## src/rtl/mac_pkg.sv

```systemverilog
// Shared types and default widths for the MAC accumulate controller.
package mac_pkg;

  localparam int PROD_W_DEF = 27;
  localparam int ACC_W_DEF  = 28;
  localparam int CNT_W_DEF  = 8;

  typedef enum logic [1:0] {
    ST_IDLE  = 2'd0,
    ST_ACCUM = 2'd1,
    ST_DONE  = 2'd2
  } state_e;

endpackage

```

## src/rtl/mac_acc_adder.sv

```systemverilog
// Carry-select accumulate adder: sign-extends the product and adds it to the
// accumulator. The lower half ripples; the upper half is computed for both
// carry-in values and the low-half carry-out selects between them.
module mac_acc_adder
  import mac_pkg::*;
#(
  parameter int PROD_W = PROD_W_DEF,
  parameter int ACC_W  = ACC_W_DEF
) (
  input  logic signed [PROD_W-1:0] a_i,
  input  logic signed [ACC_W-1:0]  b_i,
  output logic signed [ACC_W-1:0]  sum_o
);

  localparam int LO_W = ACC_W / 2;
  localparam int HI_W = ACC_W - LO_W;

  logic [ACC_W-1:0] a_ext;
  logic [LO_W:0]    lo_sum;
  logic [HI_W-1:0]  hi_c0;
  logic [HI_W-1:0]  hi_c1;

  // Sign-extend, form both upper-half candidates and pick one by the low carry.
  always_comb begin
    a_ext  = {{(ACC_W-PROD_W){a_i[PROD_W-1]}}, a_i};
    lo_sum = {1'b0, a_ext[LO_W-1:0]} + {1'b0, b_i[LO_W-1:0]};
    hi_c0  = a_ext[ACC_W-1:LO_W] + b_i[ACC_W-1:LO_W];
    hi_c1  = a_ext[ACC_W-1:LO_W] + b_i[ACC_W-1:LO_W] + HI_W'(1);
    sum_o  = {(lo_sum[LO_W] ? hi_c1 : hi_c0), lo_sum[LO_W-1:0]};
  end

endmodule

```

## src/rtl/mac_accum_ctrl.sv

```systemverilog
// Dot-product accumulate controller: takes len signed products over a
// valid/ready stream, sums them with wrap-around and a sticky overflow flag,
// then presents the result on a valid/ready result port.
//
// Handshakes: a beat moves on a rising edge where valid and ready are both 1.
// Ready/valid outputs of this block depend on the state register only, so a
// producer may wait for ready before raising valid without deadlock, and
// res/ovf hold steady while res_valid is high. abort overrides everything.
module mac_accum_ctrl
  import mac_pkg::*;
#(
  parameter int PROD_W = PROD_W_DEF,
  parameter int ACC_W  = ACC_W_DEF,
  parameter int CNT_W  = CNT_W_DEF
) (
  input  logic                     clk,
  input  logic                     rst_n,
  input  logic                     start,
  input  logic        [CNT_W-1:0]  len,
  input  logic                     abort,
  input  logic                     prod_valid,
  output logic                     prod_ready,
  input  logic signed [PROD_W-1:0] prod,
  output logic                     res_valid,
  input  logic                     res_ready,
  output logic signed [ACC_W-1:0]  res,
  output logic                     ovf,
  output logic                     busy,
  output logic        [1:0]        dbg_state
);

  state_e                  state_q, state_d;
  logic signed [ACC_W-1:0] acc_q, acc_d;
  logic        [CNT_W-1:0] cnt_q, cnt_d;
  logic                    ovf_q, ovf_d;
  logic signed [ACC_W-1:0] sum;
  logic                    xfer;
  logic                    ovf_hit;

  mac_acc_adder #(
    .PROD_W (PROD_W),
    .ACC_W  (ACC_W)
  ) u_adder (
    .a_i   (prod),
    .b_i   (acc_q),
    .sum_o (sum)
  );

  // State and datapath registers, cleared asynchronously.
  always_ff @(posedge clk or negedge rst_n) begin
    if (!rst_n) begin
      state_q <= ST_IDLE;
      acc_q   <= '0;
      cnt_q   <= '0;
      ovf_q   <= 1'b0;
    end else begin
      state_q <= state_d;
      acc_q   <= acc_d;
      cnt_q   <= cnt_d;
      ovf_q   <= ovf_d;
    end
  end

  // Next state: start only in IDLE, abort wins in ACCUM/DONE.
  always_comb begin
    state_d = state_q;
    xfer    = (state_q == ST_ACCUM) && prod_valid && !abort;
    case (state_q)
      ST_IDLE: begin
        if (start) state_d = (len == '0) ? ST_DONE : ST_ACCUM;
      end
      ST_ACCUM: begin
        if (abort)                            state_d = ST_IDLE;
        else if (xfer && cnt_q == CNT_W'(1))  state_d = ST_DONE;
      end
      ST_DONE: begin
        if (abort || res_ready) state_d = ST_IDLE;
      end
      default: state_d = ST_IDLE;
    endcase
  end

  // Datapath: clear on job start, accumulate and count down per transfer.
  always_comb begin
    acc_d   = acc_q;
    cnt_d   = cnt_q;
    ovf_d   = ovf_q;
    ovf_hit = (prod[PROD_W-1] == acc_q[ACC_W-1]) &&
              (sum[ACC_W-1] != prod[PROD_W-1]);
    if (state_q == ST_IDLE && start) begin
      acc_d = '0;
      ovf_d = 1'b0;
      cnt_d = len;
    end else if (xfer) begin
      acc_d = sum;
      cnt_d = cnt_q - CNT_W'(1);
      if (ovf_hit) ovf_d = 1'b1;
    end
  end

  // Outputs decoded from the state register only.
  always_comb begin
    prod_ready = (state_q == ST_ACCUM);
    res_valid  = (state_q == ST_DONE);
    busy       = (state_q != ST_IDLE);
    res        = acc_q;
    ovf        = ovf_q;
    dbg_state  = state_q;
  end

endmodule

```

## config.mk

```make
export PLATFORM = sky130hd
export DESIGN_NAME = mac_accum_ctrl
export DESIGN_NICKNAME = d
export VERILOG_FILES = /design/src/rtl/mac_pkg.sv /design/src/rtl/mac_acc_adder.sv /design/src/rtl/mac_accum_ctrl.sv
export SDC_FILE = /design/constraint.sdc
export NUM_CORES = 1
export LEC_CHECK = 0
export BUFFER_PORTS_ARGS = -buffer_cell sky130_fd_sc_hd__buf_2
export CAP_MARGIN = 20
export CORE_MARGIN = 5
export CORE_UTILIZATION = 55
export DETAILED_ROUTE_END_ITERATION = 10
export GPL_ROUTABILITY_DRIVEN = 0
export PLACE_DENSITY = 0.81
export SKIP_LAST_GASP = 1
export SLEW_MARGIN = 10
export SYNTH_ARGS = -nofsm -noshare
export SYNTH_HDL_FRONTEND = slang
export SYNTH_SLANG_ARGS = --single-unit
```

## constraint.sdc

```tcl
create_clock -name clk -period 3.2 [get_ports clk]
set_input_delay 0.16 -clock clk [delete_from_list [all_inputs] [get_ports clk]]
set_output_delay 0.16 -clock clk [all_outputs]
set_load 0.01 [all_outputs]
```

# Yosys cells after proc, flatten, opt, wreduce, memory -nomap -nowiden
# Cells that the tools add are included.
word_totals:
  wordCells: 44
  register_bits: 39
  output_inout_bits: 34
classes:
  eq_ne: 8
  n_reduce_logical: 14
  add_sub_neg: 4
  n_mux: 14
op_table:
  columns: ["cell", "count"]
  rows:
  - ["$mux 28", 2]
  - ["$mux 8", 2]
  - ["$add 14x14->15", 1]
  - ["$add 14x1->14 const B", 1]
  - ["$add 14x14->14", 1]
  - ["$mux 14", 1]
  - ["$mux 2", 5]
  - ["$eq 8x1->1 const B", 1]
  - ["$logic_not 8->1", 1]
  - ["$sub 8x1->8 const B", 1]
  - ["$pmux 2 s3", 1]
  - ["$reduce_bool 2->1", 3]
  - ["$logic_and 1x1->1", 5]
  - ["$mux 1", 3]
  - ["$ne 3x2->1 const B", 1]
  - ["$reduce_and 3->1", 1]
  - ["$eq 2x1->1 const B", 1]
  - ["$eq 2x2->1 const B", 1]
  - ["$logic_not 2->1", 1]
  - ["$ne 2x1->1 const B", 1]
  - ["$ne 2x2->1 const B", 1]
  - ["$reduce_and 2->1", 1]
  - ["$eq 1x1->1", 1]
  - ["$logic_not 1->1", 1]
  - ["2 further kinds", 2]

# Depth between registers and ports, before layout
# Gate-level depths: netlist of run 1.
logic_depth:
  word_depth: 8
  ltp_mapped: 12
  mapped_depth_nobuf: 12

# Cells and area by module
# Synthesis of run 1 repeated with hierarchy kept, for this count alone.
hier_totals:
  hier_cells: 349
  hier_area_um2: 3299.4
modules_own_cells:
  columns: ["module", "n_inst", "cells_each", "seq_area_each_um2", "area_each_um2"]
  rows:
  - ["mac_accum_ctrl", 1, 135, 975.9, 1755.4]
  - ["mac_acc_adder", 1, 214, 0.0, 1544.0]

# Least setup slack after synthesis of run 1
# Ideal clock, no wire load.
synth_timing:
  path_kind: "flip-flop to flip-flop"
  from: "reg acc_q[14] (netlist: res[14])"
  to: "reg acc_q[27] (netlist: res[27])"
  setup_time_ns: 0.136
  period_less_slack_ns: 2.984
  slack_ns: 0.216
  n_path_buf: 0
  required_time_ns: 3.064
  stages_incl_launch_ff: 13
  arrival_time_ns: 2.848
  cell_sequence: "dfrtp_1 > ha_1 > inv_1 > fa_1 > nand2b_1 > a21boi_2 > nor3_1 > or3b_1 > a2111o_1 > nor4_4 > xnor3_1 > nand3_1 > o311ai_2"
synth_via:
  elab_chain_cells: 5
synth_rtl:
  columns: ["item", "line", "text"]
  rows:
  - ["start: declaration", "mac_accum_ctrl.sv:33", "logic signed [ACC_W-1:0] acc_q, acc_d;"]
  - ["start signal: assignment", "mac_accum_ctrl.sv:53", "acc_q <= '0;"]
  - ["start signal: assignment", "mac_accum_ctrl.sv:58", "acc_q <= acc_d;"]
  - ["$add 14x14->14 (*)", "mac_acc_adder.sv:27, mac_acc_adder.sv:28", null]
  - ["$add 14x1->14", "mac_acc_adder.sv:28", "hi_c1 = a_ext[ACC_W-1:LO_W] + b_i[ACC_W-1:LO_W] + HI_W'(1);"]
  - ["$mux 14 (*)", "mac_acc_adder.sv:29", "sum_o = {(lo_sum[LO_W] ? hi_c1 : hi_c0), lo_sum[LO_W-1:0]};"]
  - ["$mux 28 (*)", "mac_accum_ctrl.sv:94", "end else if (xfer) begin"]
  - ["$mux 28 (*)", "mac_accum_ctrl.sv:90", "if (state_q == ST_IDLE && start) begin"]
# Mark *: on every way between the ends. The rest lies on a longest branch, timed or not. The select of a mux whose other input is x is not followed.
# A chain may end at the register's enable or synchronous reset.

# Worst setup path after layout of run 1
# Same ends and word-level chain as after synthesis.

==> flow_summary.json, run 1 <==
{
  "status": "complete, but fails checks",
  "violations": "negative hold slack",
  "startpoint": "res[14]$_DFFE_PN0P_",
  "cts_buffers": 5,
  "avgRoutedWirePerCell_um": 14.51,
  "synthesis.nets": 462,
  "start_util_pct": 56.46,
  "final.setup.tns_ps": 0,
  "met3_usage_pct": 3.481,
  "drt_iter0_markers": 95,
  "port_buffers": 74,
  "final_util_pct": 66.60,
  "synth_flop_cell": "dfrtp_1",
  "synth.top_cell.area_share_pct": 29.37,
  "crit_path_cell_trace": "ha_1, inv_1, fa_2, nand2b_4, a21boi_2, nor3_1, or3b_1, a2111o_1, nor4_4, xnor3_1, nand3_1, o311ai_2",
  "timing.rr.end": "res[27]$_DFFE_PN0P_",
  "post-route-min-period_ps": 3053,
  "ys_top_cells_by_count": "39 x dfrtp_1, 37 x nand2_1, 37 x o21ai_0, 30 x ha_1, 30 x nand3_1",
  "grt_usage_pct": 21.11,
  "clk_pin_slew_worst_paths_ps": 80,
  "r2r-start": "res[14]$_DFFE_PN0P_",
  "tightest_slew_ps": 1024,
  "required_ps": 3340,
  "syn-instance-count": 389,
  "post_synth_xor_area_fraction_pct": 8.584,
  "yosys.area_share.adder_pct": 12.50,
  "grt_pass1_vias": 2955,
  "crit_end": "res[27]$_DFFE_PN0P_",
  "drv_cap": 0,
  "crit_cells": 12,
  "synth_compound_area_share_pct": 23.42,
  "overflow": 0,
  "first_pass_iters": 4,
  "avgSynthCellArea_um2": 8.543,
  "ys_types": 64,
  "synth_edf_count": 0,
  "rrSetupSlack_ps": 150,
  "wl_um": 7820,
  "cts_root_buf": "clkbuf_8",
  "htree_levels": 2,
  "synth_top_family_by_area": "compound AO/OA/AOI/OAI gates",
  "power_leakage_nw": 1.917,
  "cp_top_family": "simple AND/OR/NAND/NOR gates",
  "holdWs_ps": -15.80,
  "fmax_mhz": 327.5,
  "clk-insertion-delay-late_ps": 290,
  "grt_max_degree": 62,
  "drc": 0,
  "end_kind": "register",
  "vias_per_cell": 5.718,
  "netlist_area_um2": 3323,
  "cpMaxStageDelayCell": "dfrtp_1",
  "ff2ff_path_depth": 12,
  "hold_viol": 8,
  "finalSetupViolCount": 0,
  "rsz0062_at_grt": "no",
  "critPathMaxStageDelay_ps": 390,
  "synth_top_area_cell": "dfrtp_1",
  "area_delta_synth_final_pct": 17.96,
  "rows": 28,
  "use_met2_pct": 35.96,
  "synth-simple-area-share_pct": 21.05,
  "tritoncts": "yes",
  "start_kind": "register",
  "synth_most_common_cell": "dfrtp_1",
  "yosysSeqAreaShare_pct": 29.37,
  "layout.nets": 536,
  "die_x_um": 87.73,
  "ir_drop_v": 0.0005483,
  "async_reset_ff_share_pct": 100.0,
  "antenna_found_initial": 0,
  "vias": 3082,
  "critPathMaxFanout": 3,
  "core-area_um2": 5886,
  "period_share_pct": 95.41,
  "p_per_area_nw_per_um2": 904.5,
  "cp.arrival_ps": 3190,
  "ys_seq_elements": 39,
  "ys.warnings.count": 0,
  "fp.dieH_um": 87.73,
  "ctsHoldBuffers": 0,
  "grt_pass1_wl_um": 13280,
  "dp_hpwl_um": 5880,
  "synthTopCellsByArea": "dfrtp_1 29%, ha_1 11%, o21ai_0 5.6%",
  "fin_worst_skew_ps": 5.155,
  "final_antenna_net_count": 0,
  "drive_gt1_share_pct": 23.49,
  "ios": 75,
  "report.final.slew_viol_count": 0,
  "max-slew-margin-rel_pct": 31.50,
  "use_met1_pct": 28.73,
  "clock-sinks": 39,
  "die_area_um2": 7697,
  "antenna_cells": 0,
  "grt.busiest_layer": "met2",
  "cts_max_path_buffers": 2,
  "critPathBufInv": 1,
  "hold_class": "in -> async",
  "crit_type": "reg -> reg",
  "synth.area.mux_share_pct": 0.6024
}
==> how the worst min path moves through the flow <==
stage | from | end | cells after the start
floorplan | rst_n | cnt_q[0]$_DFFE_PN0P_ | 0
global placement | rst_n | res[2]$_DFFE_PN0P_ | 1
detailed placement | rst_n | res[2]$_DFFE_PN0P_ | 1
CTS | rst_n | res[19]$_DFFE_PN0P_ | 1
global route | rst_n | res[2]$_DFFE_PN0P_ | 1
finish | rst_n | res[3]$_DFFE_PN0P_ | 1
==> what timing repair did <==
item	CTS	global route
setup endpoints to repair	0	2
setup buffers	0	1
gates resized for setup	0	7
==> area by class of cell <==
cell class              count  area, µm²
clock buffers               7      96.34
clock inverters             1      7.507
fillers                   503       1966
inverters                  22      82.58
multi-input cells         316       2236
flip-flops and latches     39      975.9
well taps                  75      93.84
repair buffers             79      427.9
==> stage by stage <==
step / total power, mW / hold slack [ps] / setup slack (ps) / cells / area (µm²)
finish: 3.546 / -15.80 / 146.9 / 539 / 3920
global route: 3.872 / 87.76 / 5.636 / 539 / 3920
CTS: 3.502 / 37.38 / 53.70 / 538 / 3875
detailed placement: 3.099 / 355.3 / 80.90 / 530 / 3771
global placement: 3.012 / 347.6 / 183.6 / 529 / 3744
floorplan: 2.524 / -135.6 / 216.2 / 389 / 3323
==> metal layers <==
metal | part of all wire, % | vias up
met4 | 0.56 | 0
li1 | - | 1551
met5 | 0 | -
met2 | 47 | 93
met1 | 46 | 1432
met3 | 6.1 | 6
==> flip-flops by register name, indices dropped and copies added, names as in the netlist <==
| register | flops |
|---|---|
| res | 28 |
| cnt_q | 8 |
| dbg_state | 2 |
| ovf | 1 |
==> cells by family after synthesis <==
logic type / count (synthesis)
xor+xnor: 31
compound gates: 113
flops: 39
simple gates: 138
fa+ha+maj: 32
mux: 2
buf+inv: 34
==> cell usage in the layout, fill, tap and decap left out, types with 7 or more instances in the layout <==
| cell | n |
|---|---|
| buf_2 | 74 |
| dfrtp_1 | 39 |
| nand2_1 | 37 |
| o21ai_0 | 37 |
| nand3_1 | 30 |
| ha_1 | 30 |
| nor2_1 | 28 |
| inv_1 | 22 |
| a21oi_1 | 22 |
| xnor2_1 | 19 |
| xor2_1 | 11 |
| a21o_1 | 8 |
| nor3_1 | 7 |
| o211ai_1 | 7 |
| clkbuf_8 | 7 |
==> where the power goes <==
| part | internal (mW) | total [mW] | switching, mW |
|---|---|---|---|
| combinational | 0.976 | 2.27 | 1.30 |
| sequential | 0.703 | 0.890 | 0.187 |
| clock | 0.196 | 0.384 | 0.187 |
| total | 1.88 | 3.55 | 1.67 |
No activity file was read; power rests on OpenSTA's default activity.
==> inputs of run 2 (changes only) <==
==> constraint.sdc (replaced) <==
create_clock -name clk -period 3.2 [get_ports clk]
set_input_delay 0.32 -clock clk [delete_from_list [all_inputs] [get_ports clk]]
set_output_delay 0.32 -clock clk [all_outputs]
set_load 0.01 [all_outputs]
==> run 2 against run 1 <==
Effect of this change:
- critical path depth is the same
- the flow now finishes without violations
- highest routed layer unchanged
- sequential share of layout area shrank 0.14 points
- register-to-register slack is essentially flat
- clock skew grew 3.1 ps
- critical path type unchanged
- largest power group unchanged
- clock power grew 17%
- sequential power shrank 0.4%
- non-clock buffer count grew 2
- worst setup slack gained 1.3 ps
- worst hold slack gained 160 ps
==> flow_summary.json, run 2 (synthesis results as in run 1) <==
{
  "dp_hpwl_um": 5995,
  "drive_gt1_share_pct": 23.82,
  "switchingPower_mw": 1.676,
  "ios": 75,
  "post-route-min-period_ps": 3052,
  "ir_drop_v": 0.0005857,
  "drv_cap": 0,
  "fp.dieH_um": 87.73,
  "drc": 0,
  "ctsHoldBuffers": 0,
  "avgRoutedWirePerCell_um": 14.72,
  "finalSetupViolCount": 0,
  "wl_um": 7966,
  "final_util_pct": 66.99,
  "rrSetupSlack_ps": 150,
  "postPlaceCellArea_um2": 3779,
  "first_pass_iters": 5,
  "largest_reg_flops": 28,
  "port_buffers": 74,
  "grt_pass1_wl_um": 13530,
  "tightest_slew_ps": 1005,
  "grt_max_degree": 62,
  "overflow": 0,
  "final_common_cell": "buf_2",
  "tritoncts": "yes",
  "max-slew-margin-rel_pct": 32.74,
  "p_clk_share_pct": 12.4,
  "p_per_area_nw_per_um2": 915.9,
  "crit_type": "reg -> reg",
  "cp.arrival_ps": 3210,
  "rows": 28,
  "clock-sinks": 39,
  "critPathMaxFanout": 3,
  "final-seq-area_um2": 975.9,
  "antenna_found_initial": 0,
  "area_delta_synth_final_pct": 18.64,
  "multi_input_area_um2": 2230,
  "fmax_mhz": 327.7,
  "cts_max_path_buffers": 2,
  "final_antenna_net_count": 0,
  "antenna_cells": 0,
  "layout.nets": 538,
  "core-area_um2": 5886,
  "cts_buffers": 5,
  "hold_class": "in -> async",
  "status": "complete, no violations",
  "drt_iter0_markers": 114,
  "report.final.slew_viol_count": 0,
  "grt_usage_pct": 21.95,
  "required_ps": 3360,
  "start_util_pct": 56.46,
  "grt_pass1_vias": 2989,
  "hold_viol": 0,
  "seqPwrFrac_pct": 24.5,
  "die_x_um": 87.73,
  "swShare_pct": 46.41,
  "final_cell_mix": "74 x buf_2, 39 x dfrtp_1, 37 x nand2_1, 37 x o21ai_0, 30 x nand3_1",
  "fin_worst_skew_ps": 8.215,
  "start_kind": "register",
  "vias": 3069,
  "intPower_mw": 1.935,
  "vias_per_cell": 5.673,
  "power_leakage_nw": 1.936,
  "cts_root_buf": "clkbuf_8",
  "clk-insertion-delay-late_ps": 300,
  "finalInstanceArea_um2": 3943,
  "power_frac_comb_pct": 63.0,
  "die_area_um2": 7697,
  "fill_cells": 500,
  "clk_pin_slew_worst_paths_ps": 90,
  "end_kind": "register",
  "period_share_pct": 95.37,
  "htree_levels": 2
}
## run 2: per-layer routing
layer / GRT usage, % / up-vias / share of wire (%)
met5: 0 / - / 0
met4: 5.718 / 0 / 1.5
met3: 5.080 / 14 / 5.8
met2: 36.23 / 73 / 47
met1: 29.01 / 1429 / 46
li1: - / 1553 / -
## run 2: cell type report
| cell class | count | share of cell area [%] |
|---|---|---|
| Multi-Input combinational cell | 316 | 56.55 |
| Sequential cell | 39 | 24.75 |
| Timing Repair Buffer | 81 | 11.23 |
| Tap cell | 75 | 2.380 |
| Clock buffer | 6 | 2.095 |
| Inverter | 22 | 2.095 |
| Clock inverter | 2 | 0.8886 |
## run 2: critical path, cell delays in order (launching register included)
cell and delay [ps]:
dfrtp_1 370, ha_2 190, inv_1 50, fa_2 350
nand2b_4 170, a21boi_2 160, nor3_1 70, or3b_1 360
a2111o_1 350, nor4_4 320, xnor3_1 300, nand3_1 110
o311ai_2 100
## run 2: through the flow
stage	instances	hold WS, ps	TNS [ps]	total power, mW	worst slack, ps
global placement	530	481.1	0	3.017	110.6
detailed placement	531	503.6	0	3.108	60.50
finish	541	139.8	0	3.611	148.1
global route	541	237.0	-6.255	3.960	-6.255
CTS	539	193.4	0	3.577	50.02
floorplan	389	24.41	0	2.524	216.2
## run 2: repair_timing
action                     CTS  global route
setup buffers                0             2
resized for setup            0             8
setup endpoints to repair    0             4
## run 2: final timing paths
path	depth (start not counted)	end	from
worst max-delay path	12	res[27]$_DFFE_PN0P_	res[14]$_DFFE_PN0P_
worst min-delay path	1	res[3]$_DFFE_PN0P_	rst_n
worst max register to register	12	res[27]$_DFFE_PN0P_	res[14]$_DFFE_PN0P_
worst min register to register	2	ovf$_DFFE_PN0P_	ovf$_DFFE_PN0P_
max in group asynchronous	1	res[16]$_DFFE_PN0P_	rst_n
min in group clk	3	cnt_q[7]$_DFFE_PN0P_	len[7]
## run 2: power groups by stage
stage / clock network, mW / logic [mW] / registers [mW]
after CTS: 0.460 / 2.23 / 0.884
after floorplan: 0 / 1.58 / 0.941
after detailed placement: 0 / 2.22 / 0.891
after global placement: 0 / 2.14 / 0.880
final: 0.448 / 2.28 / 0.886
after global routing: 0.478 / 2.56 / 0.919
==> inputs of run 3 (changes only) <==
--- a/config.mk
+++ b/config.mk
@@ -7,6 +7,7 @@
 export LEC_CHECK = 0
 export BUFFER_PORTS_ARGS = -buffer_cell sky130_fd_sc_hd__buf_2
 export CAP_MARGIN = 20
+export CORE_ASPECT_RATIO = 1.4
 export CORE_MARGIN = 5
 export CORE_UTILIZATION = 55
 export DETAILED_ROUTE_END_ITERATION = 10
==> run 3 against run 2 <==
Effect of this change:
- non-clock buffer count up 1
- largest power group unchanged
- highest routed layer unchanged
- via count up 2.3%
- cell count down 0.74%
==> flow_summary.json, run 3 (synthesis results as in run 1) <==
{
  "finalSetupViolCount": 0,
  "tightest_slew_ps": 917.8,
  "fmax_mhz": 326.9,
  "critPathMaxFanout": 4,
  "rows": 33,
  "die_area_um2": 7719,
  "routed-wl-met3_um": 351,
  "largest_reg_flops": 28,
  "crit_type": "reg -> reg",
  "hold_viol": 0,
  "wl_met1_um": 3239,
  "post-route-min-period_ps": 3059,
  "start_kind": "register",
  "report.final.slew_viol_count": 0,
  "period_share_pct": 95.59,
  "core-area_um2": 5863,
  "holdWs_ps": 154.4,
  "grt_pass1_wl_um": 13740,
  "drt_iter0_markers": 140,
  "first_pass_iters": 4,
  "finalInstanceArea_um2": 3902,
  "max-slew-margin-rel_pct": 38.81,
  "cts_max_path_buffers": 2,
  "drive_gt1_share_pct": 23.13,
  "start_util_pct": 56.68,
  "cp.arrival_ps": 3230,
  "fill_cells": 517,
  "grt_pass1_vias": 3203,
  "status": "complete, no violations",
  "ir_drop_v": 0.0004698,
  "end_kind": "register",
  "startpoint": "res[14]$_DFFE_PN0P_",
  "clk_pin_slew_worst_paths_ps": 80,
  "avgRoutedWirePerCell_um": 15.04,
  "final_cell_mix": "74 x buf_2, 39 x dfrtp_1, 37 x nand2_1, 37 x o21ai_0",
  "hold_class": "in -> async",
  "vias_per_cell": 5.845,
  "fin_worst_skew_ps": 5.479,
  "wl_um": 8077,
  "drc": 0,
  "power_leakage_nw": 1.928,
  "p_per_area_nw_per_um2": 897.1,
  "required_ps": 3370,
  "final_common_cell": "buf_2",
  "cts_buffers": 5,
  "clk-insertion-delay-late_ps": 290,
  "dp.cells": 526,
  "port_buffers": 74,
  "vias": 3139,
  "fp.dieH_um": 102.0,
  "ctsHoldBuffers": 0,
  "tritoncts": "yes",
  "dp_hpwl_um": 6042,
  "htree_levels": 2,
  "postPlaceCellArea_um2": 3752,
  "r2r-start": "res[14]$_DFFE_PN0P_",
  "clock-sinks": 39,
  "layout.nets": 539,
  "antenna_found_initial": 0,
  "ios": 75,
  "grt_usage_pct": 22.16,
  "area_delta_synth_final_pct": 17.43,
  "drv_cap": 0,
  "cts_root_buf": "clkbuf_8",
  "die_x_um": 75.70,
  "stdcell_count": 537,
  "final_antenna_net_count": 0,
  "grt_max_degree": 62,
  "antenna_cells": 0,
  "overflow": 0,
  "top_layer": "met4",
  "wl_met2_um": 4365
}
-- run 3: layout make-up --
type / instances / area, µm² / area share (%)
repair buffers: 82 / 450.4 / 11.54
inverters: 22 / 82.58 / 2.116
clock inverters: 1 / 5.005 / 0.1282
multi-input cells: 316 / 2225 / 57.01
flip-flops and latches: 39 / 975.9 / 25.01
well taps: 70 / 87.58 / 2.244
clock buffers: 7 / 76.32 / 1.956
-- run 3: metrics by stage --
step	setup slack (ps)	utilization [%]	power (mW)	setup TNS, ps
floorplan	216.2	-	2.524	0
global placement	136.5	64.00	3.025	0
detailed placement	-18.71	64.00	3.088	-18.71
CTS	20.66	65.39	3.441	0
global route	-23.94	66.56	3.844	-23.94
finish	141.1	66.56	3.501	0
-- run 3: report_power, final --
part | internal [mW] | switching (mW)
clock network | 0.154 | 0.183
registers | 0.702 | 0.183
logic | 0.980 | 1.30
-- run 3: timing repair --
| item | in CTS | in global routing |
|---|---|---|
| gates resized for setup | 0 | 5 |
| endpoints found under the setup margin | 0 | 3 |
| buffers inserted | 0 | 1 |
-- run 3: layer usage --
layer | vias to the layer above | global-route usage [%]
met5 | - | 0
met2 | 79 | 39.25
met1 | 1492 | 27.02
met3 | 14 | 3.150
li1 | 1554 | -
met4 | 0 | 7.268
-- run 3: worst max-delay path, cell delays in order (launching register included) --
cell	delay, ps
dfrtp_1	370
ha_1	180
inv_1	60
fa_1	400
nand2b_4	180
a21oi_2	230
o211ai_2	160
a2111oi_2	370
a311oi_2	130
nor4_4	360
xnor3_1	290
nand3_1	110
o311ai_2	100
-- run 3: worst paths after layout --
path / endpoint / slack (ps) / cells past startpoint
setup / recovery: res[27]$_DFFE_PN0P_ / 140 / 12
hold / removal: res[7]$_DFFE_PN0P_ / 150 / 1
setup reg to reg: res[27]$_DFFE_PN0P_ / 140 / 12
hold reg to reg: ovf$_DFFE_PN0P_ / 510 / 2
max in group asynchronous: cnt_q[6]$_DFFE_PN0P_ / 2470 / 1
min in group clk: cnt_q[2]$_DFFE_PN0P_ / 270 / 3
